$ cat src/rtl/bpred_pkg.sv
// bpred_pkg - shared types, counter constants and helpers for the fetch-stage branch predictor.
package bpred_pkg;

  typedef enum logic [1:0] {
    COND   = 2'd0,
    UNCOND = 2'd1,
    CALL   = 2'd2,
    RET    = 2'd3
  } btb_kind_e;

  localparam logic [1:0] SC_WNT = 2'b01;
  localparam logic [1:0] SC_MAX = 2'b11;

  // Two-bit saturating counter step: up on taken, down on not-taken, clamped at both ends.
  function automatic logic [1:0] sc_update(input logic [1:0] sc, input logic taken);
    logic [1:0] nxt;
    nxt = sc;
    if (taken) begin
      if (sc != SC_MAX) nxt = sc + 2'd1;
    end else begin
      if (sc != 2'b00) nxt = sc - 2'd1;
    end
    return nxt;
  endfunction

  // Meta carries the PHT index plus the 2-bit counter that was read with it.
  function automatic int meta_width(input int idx_w);
    return idx_w + 2;
  endfunction

endpackage

$ cat src/rtl/bpred_ras.sv
// bpred_ras - circular return-address stack with push, pop and whole-state load from another copy.
// ptr points at the next free slot; the top of stack lives at ptr-1.
module bpred_ras
  import bpred_pkg::*;
#(
  parameter int DEPTH = 4,
  localparam int PTR_W = $clog2(DEPTH),
  localparam int CNT_W = $clog2(DEPTH + 1)
) (
  input  logic                   clk,
  input  logic                   rst,
  input  logic                   push,
  input  logic                   pop,
  input  logic [31:0]            push_addr,
  input  logic                   load,
  input  logic [DEPTH-1:0][31:0] load_entries,
  input  logic [PTR_W-1:0]       load_ptr,
  input  logic [CNT_W-1:0]       load_count,
  output logic [DEPTH-1:0][31:0] entries,
  output logic [PTR_W-1:0]       ptr,
  output logic [CNT_W-1:0]       count,
  output logic [31:0]            top,
  output logic                   empty
);

  localparam logic [CNT_W-1:0] FULL = CNT_W'(DEPTH);

  logic [DEPTH-1:0][31:0] entries_q, entries_d;
  logic [PTR_W-1:0]       ptr_q, ptr_d;
  logic [CNT_W-1:0]       count_q, count_d;

  // Next stack state: load wins, then pop+push replaces the top, then plain push (wrapping over the oldest), then pop.
  always_comb begin
    entries_d = entries_q;
    ptr_d     = ptr_q;
    count_d   = count_q;
    if (load) begin
      entries_d = load_entries;
      ptr_d     = load_ptr;
      count_d   = load_count;
    end else if (push && pop && (count_q != '0)) begin
      entries_d[ptr_q - PTR_W'(1)] = push_addr;
    end else if (push) begin
      entries_d[ptr_q] = push_addr;
      ptr_d            = ptr_q + PTR_W'(1);
      if (count_q != FULL) count_d = count_q + CNT_W'(1);
    end else if (pop && (count_q != '0)) begin
      ptr_d   = ptr_q - PTR_W'(1);
      count_d = count_q - CNT_W'(1);
    end
  end

  // Stack state register; reset empties the stack.
  always_ff @(posedge clk or negedge rst) begin
    if (!rst) begin
      entries_q <= '0;
      ptr_q     <= '0;
      count_q   <= '0;
    end else begin
      entries_q <= entries_d;
      ptr_q     <= ptr_d;
      count_q   <= count_d;
    end
  end

  assign entries = entries_q;
  assign ptr     = ptr_q;
  assign count   = count_q;
  assign top     = entries_q[ptr_q - PTR_W'(1)];
  assign empty   = (count_q == '0);

endmodule

$ cat src/rtl/branch_predictor_ras.sv
// branch_predictor_ras - gshare direction table plus direct-mapped tagged BTB for the fetch stage.
// Define BPRED_RAS_EN to build the speculative and committed return-address stacks.
module branch_predictor_ras #(
  parameter int PHT_IDX_W = 6,
  parameter int GHR_W     = 6,
  parameter int BTB_IDX_W = 4,
  parameter int RAS_DEPTH = 4
) (
  input  logic                 clk,
  input  logic                 rst,
  input  logic [31:0]          if_addr,
  input  logic                 id_stall,
  input  logic                 wb_flush,
  input  logic [31:0]          ex_addr,
  input  logic [31:0]          ex_target,
  input  logic                 ex_target_valid,
  input  logic                 ex_br_inst,
  input  logic                 ex_br_taken,
  input  logic                 ex_is_uncond,
  input  logic                 ex_is_call,
  input  logic                 ex_is_ret,
  input  logic [PHT_IDX_W+1:0] ex_meta,
  output logic [31:0]          id_target,
  output logic                 id_target_taken,
  output logic [PHT_IDX_W+1:0] id_meta
);
  import bpred_pkg::*;

  localparam int META_W      = meta_width(PHT_IDX_W);
  localparam int PHT_ENTRIES = 1 << PHT_IDX_W;
  localparam int BTB_ENTRIES = 1 << BTB_IDX_W;
  localparam int TAG_W       = 30 - BTB_IDX_W;

  logic [1:0]       pht_q [PHT_ENTRIES];
  logic [1:0]       pht_d [PHT_ENTRIES];
  logic [GHR_W-1:0] ghr_q, ghr_d;
  logic             btb_valid_q [BTB_ENTRIES];
  logic             btb_valid_d [BTB_ENTRIES];
  logic [TAG_W-1:0] btb_tag_q [BTB_ENTRIES];
  logic [TAG_W-1:0] btb_tag_d [BTB_ENTRIES];
  logic [31:0]      btb_target_q [BTB_ENTRIES];
  logic [31:0]      btb_target_d [BTB_ENTRIES];
  btb_kind_e        btb_kind_q [BTB_ENTRIES];
  btb_kind_e        btb_kind_d [BTB_ENTRIES];

  logic [PHT_IDX_W-1:0] ghr_ext, if_pht_idx, ex_pht_idx;
  logic [1:0]           if_sc;
  logic [BTB_IDX_W-1:0] if_btb_idx, ex_btb_idx;
  logic                 if_hit;
  btb_kind_e            if_kind, ex_kind;
  logic [GHR_W:0]       ghr_shift;
  logic [31:0]          sp_top;
  logic                 sp_empty;

`ifdef BPRED_RAS_EN
  localparam int RAS_PTR_W = $clog2(RAS_DEPTH);
  localparam int RAS_CNT_W = $clog2(RAS_DEPTH + 1);

  logic [RAS_DEPTH-1:0][31:0] cm_entries, sp_entries_unused;
  logic [RAS_PTR_W-1:0]       cm_ptr, sp_ptr_unused;
  logic [RAS_CNT_W-1:0]       cm_count, sp_count_unused;
  logic [31:0]                cm_top_unused;
  logic                       cm_empty_unused;
  logic                       sp_push, sp_pop, cm_push, cm_pop;

  assign sp_push = if_hit && (if_kind == CALL) && !id_stall && !wb_flush;
  assign sp_pop  = if_hit && (if_kind == RET)  && !id_stall && !wb_flush;
  assign cm_push = ex_is_call && !wb_flush;
  assign cm_pop  = ex_is_ret  && !wb_flush;

  bpred_ras #(.DEPTH(RAS_DEPTH)) u_ras_spec (
    .clk          (clk),
    .rst          (rst),
    .push         (sp_push),
    .pop          (sp_pop),
    .push_addr    (if_addr + 32'd4),
    .load         (wb_flush),
    .load_entries (cm_entries),
    .load_ptr     (cm_ptr),
    .load_count   (cm_count),
    .entries      (sp_entries_unused),
    .ptr          (sp_ptr_unused),
    .count        (sp_count_unused),
    .top          (sp_top),
    .empty        (sp_empty)
  );

  bpred_ras #(.DEPTH(RAS_DEPTH)) u_ras_commit (
    .clk          (clk),
    .rst          (rst),
    .push         (cm_push),
    .pop          (cm_pop),
    .push_addr    (ex_addr + 32'd4),
    .load         (1'b0),
    .load_entries ('0),
    .load_ptr     ('0),
    .load_count   ('0),
    .entries      (cm_entries),
    .ptr          (cm_ptr),
    .count        (cm_count),
    .top          (cm_top_unused),
    .empty        (cm_empty_unused)
  );
`else
  logic unused_inputs;

  assign sp_top        = '0;
  assign sp_empty      = 1'b1;
  assign unused_inputs = ^{id_stall, if_addr[1:0], ex_addr[1:0]};
`endif

  // Fetch lookup: gshare counter read, BTB tag match, and return target taken from the RAS when it has one.
  always_comb begin
    ghr_ext                = '0;
    ghr_ext[GHR_W-1:0]     = ghr_q;
    if_pht_idx             = if_addr[PHT_IDX_W+1:2] ^ ghr_ext;
    if_sc                  = pht_q[if_pht_idx];
    id_meta                = {if_pht_idx, if_sc};
    if_btb_idx             = if_addr[BTB_IDX_W+1:2];
    if_kind                = btb_kind_q[if_btb_idx];
    if_hit                 = btb_valid_q[if_btb_idx] &&
                             (btb_tag_q[if_btb_idx] == if_addr[31:BTB_IDX_W+2]);
    id_target_taken        = if_hit && ((if_kind != COND) || if_sc[1]);
    id_target              = btb_target_q[if_btb_idx];
    if (if_hit && (if_kind == RET) && !sp_empty) id_target = sp_top;
  end

  // Training from EX, suppressed while WB flushes: counter update, history shift and BTB fill.
  always_comb begin
    pht_d        = pht_q;
    ghr_d        = ghr_q;
    btb_valid_d  = btb_valid_q;
    btb_tag_d    = btb_tag_q;
    btb_target_d = btb_target_q;
    btb_kind_d   = btb_kind_q;
    ex_pht_idx   = ex_meta[META_W-1:2];
    ex_btb_idx   = ex_addr[BTB_IDX_W+1:2];
    ghr_shift    = {ghr_q, ex_br_taken};
    if (ex_is_ret)         ex_kind = RET;
    else if (ex_is_call)   ex_kind = CALL;
    else if (ex_is_uncond) ex_kind = UNCOND;
    else                   ex_kind = COND;
    if (!wb_flush && ex_br_inst) begin
      pht_d[ex_pht_idx] = sc_update(ex_meta[1:0], ex_br_taken);
      ghr_d             = ghr_shift[GHR_W-1:0];
    end
    if (!wb_flush && ex_target_valid) begin
      btb_valid_d[ex_btb_idx]  = 1'b1;
      btb_tag_d[ex_btb_idx]    = ex_addr[31:BTB_IDX_W+2];
      btb_target_d[ex_btb_idx] = ex_target;
      btb_kind_d[ex_btb_idx]   = ex_kind;
    end
  end

  // Predictor state registers; reset clears the BTB, weakly-not-takens the PHT and zeroes history.
  always_ff @(posedge clk or negedge rst) begin
    if (!rst) begin
      for (int i = 0; i < PHT_ENTRIES; i++) pht_q[i] <= SC_WNT;
      for (int i = 0; i < BTB_ENTRIES; i++) begin
        btb_valid_q[i]  <= 1'b0;
        btb_tag_q[i]    <= '0;
        btb_target_q[i] <= '0;
        btb_kind_q[i]   <= COND;
      end
      ghr_q <= '0;
    end else begin
      pht_q        <= pht_d;
      ghr_q        <= ghr_d;
      btb_valid_q  <= btb_valid_d;
      btb_tag_q    <= btb_tag_d;
      btb_target_q <= btb_target_d;
      btb_kind_q   <= btb_kind_d;
    end
  end

endmodule

$ cat config.mk
export PLATFORM = sky130hd
export DESIGN_NAME = branch_predictor_ras
export DESIGN_NICKNAME = d
export VERILOG_FILES = /design/src/rtl/bpred_pkg.sv /design/src/rtl/bpred_ras.sv /design/src/rtl/branch_predictor_ras.sv
export SDC_FILE = /design/constraint.sdc
export NUM_CORES = 2
export LEC_CHECK = 0
export BUFFER_PORTS_ARGS = -buffer_cell sky130_fd_sc_hd__buf_2
export CAP_MARGIN = 20
export CORE_AREA = 2 2 310 312
export CTS_BUF_LIST = sky130_fd_sc_hd__clkbuf_8
export CTS_CLUSTER_DIAMETER = 150
export CTS_CLUSTER_SIZE = 16
export DETAILED_ROUTE_END_ITERATION = 12
export DIE_AREA = 0 0 312 314
export GPL_TIMING_DRIVEN = 0
export PLACE_DENSITY = 0.73
export SLEW_MARGIN = 5
export SYNTH_ARGS = -nofsm -noshare
export SYNTH_HDL_FRONTEND = slang
export SYNTH_SLANG_ARGS = --single-unit
export TNS_END_PERCENT = 5
$ cat constraint.sdc
create_clock -name clk -period 4.05 [get_ports clk]
set_clock_uncertainty 0.15 [all_clocks]
set_input_delay 0.6075 -clock clk [delete_from_list [all_inputs] [get_ports clk]]
set_output_delay 0.6075 -clock clk [all_outputs]
set_load 0.01 [all_outputs]
==> flow_summary.ini <==
[drt]
via_per_inst = 6.17
wl_per_cell_um = 27.8
ant_nets = 0
routed_wl_um = 134000
dr.pass1.iters = 5
drc = 0
dr_total_vias = 29700
initialDrtViolationCount = 2675

[setup_path]
end_kind = output port
crit_required_ns = 3.29
path_max_fanout = 9
start_kind = input port
critical_path_arrival_ns = 3.58
crit_type = in2out

[layout]
finalNonFillerCells = 4811
drive_gt1_share_pct = 51.4
area_delta_synth_final_pct = 9.99
fillers = 7457
nets = 3627

[logic_synthesis]
netlist_area_um2 = 50600
synth_async_sr_flop_share_pct = 100
yosys.area.top_type_share_pct = 51.7
yosysWarnings = 0
netlist_instances = 3211
synth_edf_count = 0
ys.flop_type = dfrtp_1
synth_seq_area_share_pct = 55.1
synth_nets = 3325
synth_seq_cells = 1110
ys_types = 61
synth_area_leaders = dfrtp_1 52%, mux2_2 24%, mux4_2 13%, dfstp_2 3.3%, clkbuf_1 1.4%
synth_top_cell_by_area = dfrtp_1
syn_avg_cell_area_um2 = 15.8

[floorplan]
core_um2 = 94400
rows = 113
die_w_um = 312
die_h_um = 314
start_util_pct = 53.6
dieArea_um2 = 98000
io_pins = 155

[global_routing]
grt_antenna_before_repair = 14
track_usage_pct = 27.8
grt_max_degree = 155
grt_pass1_wl_um = 202000
grt_pass1_vias = 31200
grt_overflow = 0

[outcome]
violations = negative setup slack
status = complete, but fails checks

[clock_network]
cts_sinks = 1110
htreeDepth = 3
clk_root_buffer_cell = clkbuf_8
cts_tree = done
clockBufferDepth = 3
cts_buffers = 79
clk_latency_ns = 0.73
path_clk_slew_ns = 0.11

[timing]
relSlewSlack_pct = 17.0
max_slew.worst_pin.slew_ns = 1.24
slew_violations = 0
fin_crit_ns = 4.34
rsz0062_at_grt = yes
layout_setup_ws_ns = -0.291
hold_slack_ns = 0.0535
hold_viol = 0
setup_viol = 2
finalCritPeriodShare_pct = 107
max_freq_mhz = 230
finalSetupTns_ns = -0.370

[pwr]
power_mw = 24.9
cellPowerDensity_nw_per_um2 = 447
p_leak_nw = 24.8
peakVddDrop_mv = 0.350

[placement]
io_buffers = 142
dp_cells = 4639
finalWeightedCongestion = 0.902
hpwl_um = 89200

[worst_hold_path]
min_path_type = in2reg

[flow_run]
drv_cap = 0
[placed cells by master, fill, tap and decap left out, types with 8 or more instances in the layout]
master	instances
inv_1	35
buf_8	12
o22ai_1	8
dlygate4sd3_1	43
mux2i_2	9
nand2_1	103
mux4_2	302
xnor2_1	16
mux2_2	1071
buf_2	145
buf_4	34
clkbuf_8	83
nand2b_1	14
buf_6	13
clkbuf_1	164
dfrtp_1	1045
clkbuf_4	18
diode_2	9
dfstp_2	64
nor3_1	9
a21oi_1	19
o21ai_0	28
buf_12	12
buf_1	21
buf_16	9
nor2_1	76
xor2_1	11
mux2i_1	49
[path summary, 6_finish.rpt]
check,from,to,slack [ns],cells past startpoint
min in group asynchronous,rst,btb_target_q[122],0.30,2
setup reg to reg,btb_tag_q[39],btb_tag_q[39],3.08,1
hold reg to reg,btb_valid_q[8],btb_valid_q[8],0.33,1
setup / recovery,if_addr[2],id_target_taken,-0.29,9
hold / removal,ex_target[17],btb_target_q[17],0.05,2
max in group asynchronous,rst,pht_q[48],0.71,6
[cell type report]
type | count | area (um^2) | area share [%]
inverters | 21 | 81.3 | 0.146
clock inverters | 23 | 106 | 0.191
diodes | 9 | 22.5 | 0.0405
multi-input cells | 1821 | 21800 | 39.1
flip-flops and latches | 1110 | 27900 | 50.1
clock buffers | 82 | 1130 | 2.03
plain buffers | 259 | 1470 | 2.65
well taps | 1265 | 1580 | 2.84
repair buffers | 221 | 1640 | 2.95
[stage by stage]
step / worst slack [ns] / cell area, um^2 / util [%]
finish: -0.291 / 55700 / 58.9
floorplan: 0.330 / 50600 / -
global placement: -22.19 / 52900 / 56.0
CTS: -0.314 / 55400 / 58.6
detailed placement: -1.44 / 53300 / 56.4
global route: -0.324 / 55600 / 58.9
[sequential cells by signal (all words and copies together), names as in the netlist]
name	cells
btb_tag_q	416
btb_target_q	512
btb_kind_q	32
btb_valid_q	16
pht_q	128
ghr_ext	6
[power breakdown]
part / switching (mW) / internal [mW]
Clock: 3.60 / 1.86
Sequential: 0.996 / 13.1
Combinational: 2.21 / 3.07
Total: 6.81 / 18.1
[per-layer routing]
| metal | track usage, % | up-vias | wire (um) |
|---|---|---|---|
| met5 | 0 | - | 70 |
| met4 | 8.02 | 12 | 3940 |
| met3 | 5.71 | 226 | 9480 |
| met2 | 44.4 | 905 | 63700 |
| met1 | 39.0 | 16100 | 56500 |
| li1 | - | 12500 | - |
[kinds of logic (layout without fill, tap and decap cells)]
logic type / count (synthesis) / after routing / synth area share [%]
xor+xnor: 32 / 32 / 0.591
mux: 1432 / 1432 / 38.4
other cells: 0 / 9 / 0
simple gates: 257 / 257 / 2.32
flops: 1110 / 1110 / 55.1
buf+inv: 280 / 606 / 2.27
compound gates: 98 / 98 / 1.27
fa+ha+maj: 2 / 2 / 0.0396
[repair_timing]
action | 4_1_cts | 5_1_grt
hold buffers | 43 | 0
pin swaps | 6 | 7
hold endpoints to repair | 335 | 0
setup buffers | 7 | 8
gates resized for setup | 140 | 59
endpoints found under the setup margin | 35 | 35
[critical path, cell delays in order]
cell	delay [ns]
buf_6	0.14
inv_2	0.35
mux4_2	0.59
mux4_2	0.56
nand3_2	0.20
o22ai_2	0.13
a2111o_1	0.39
nor4b_4	0.41
buf_2	0.20
[synthesized netlist by cell type (11+ instances only)]
cell,count
nor2_1,76
nand2_1,103
a21oi_1,21
buf_1,40
dfrtp_1,1046
xnor2_1,18
mux2i_1,59
xor2_1,13
mux4_2,302
buf_2,21
dfstp_2,64
mux2_2,1071
o21ai_0,29
clkbuf_1,184
nand2b_1,14
buf_4,11
inv_1,16
Power figures use the tool's default switching activity.
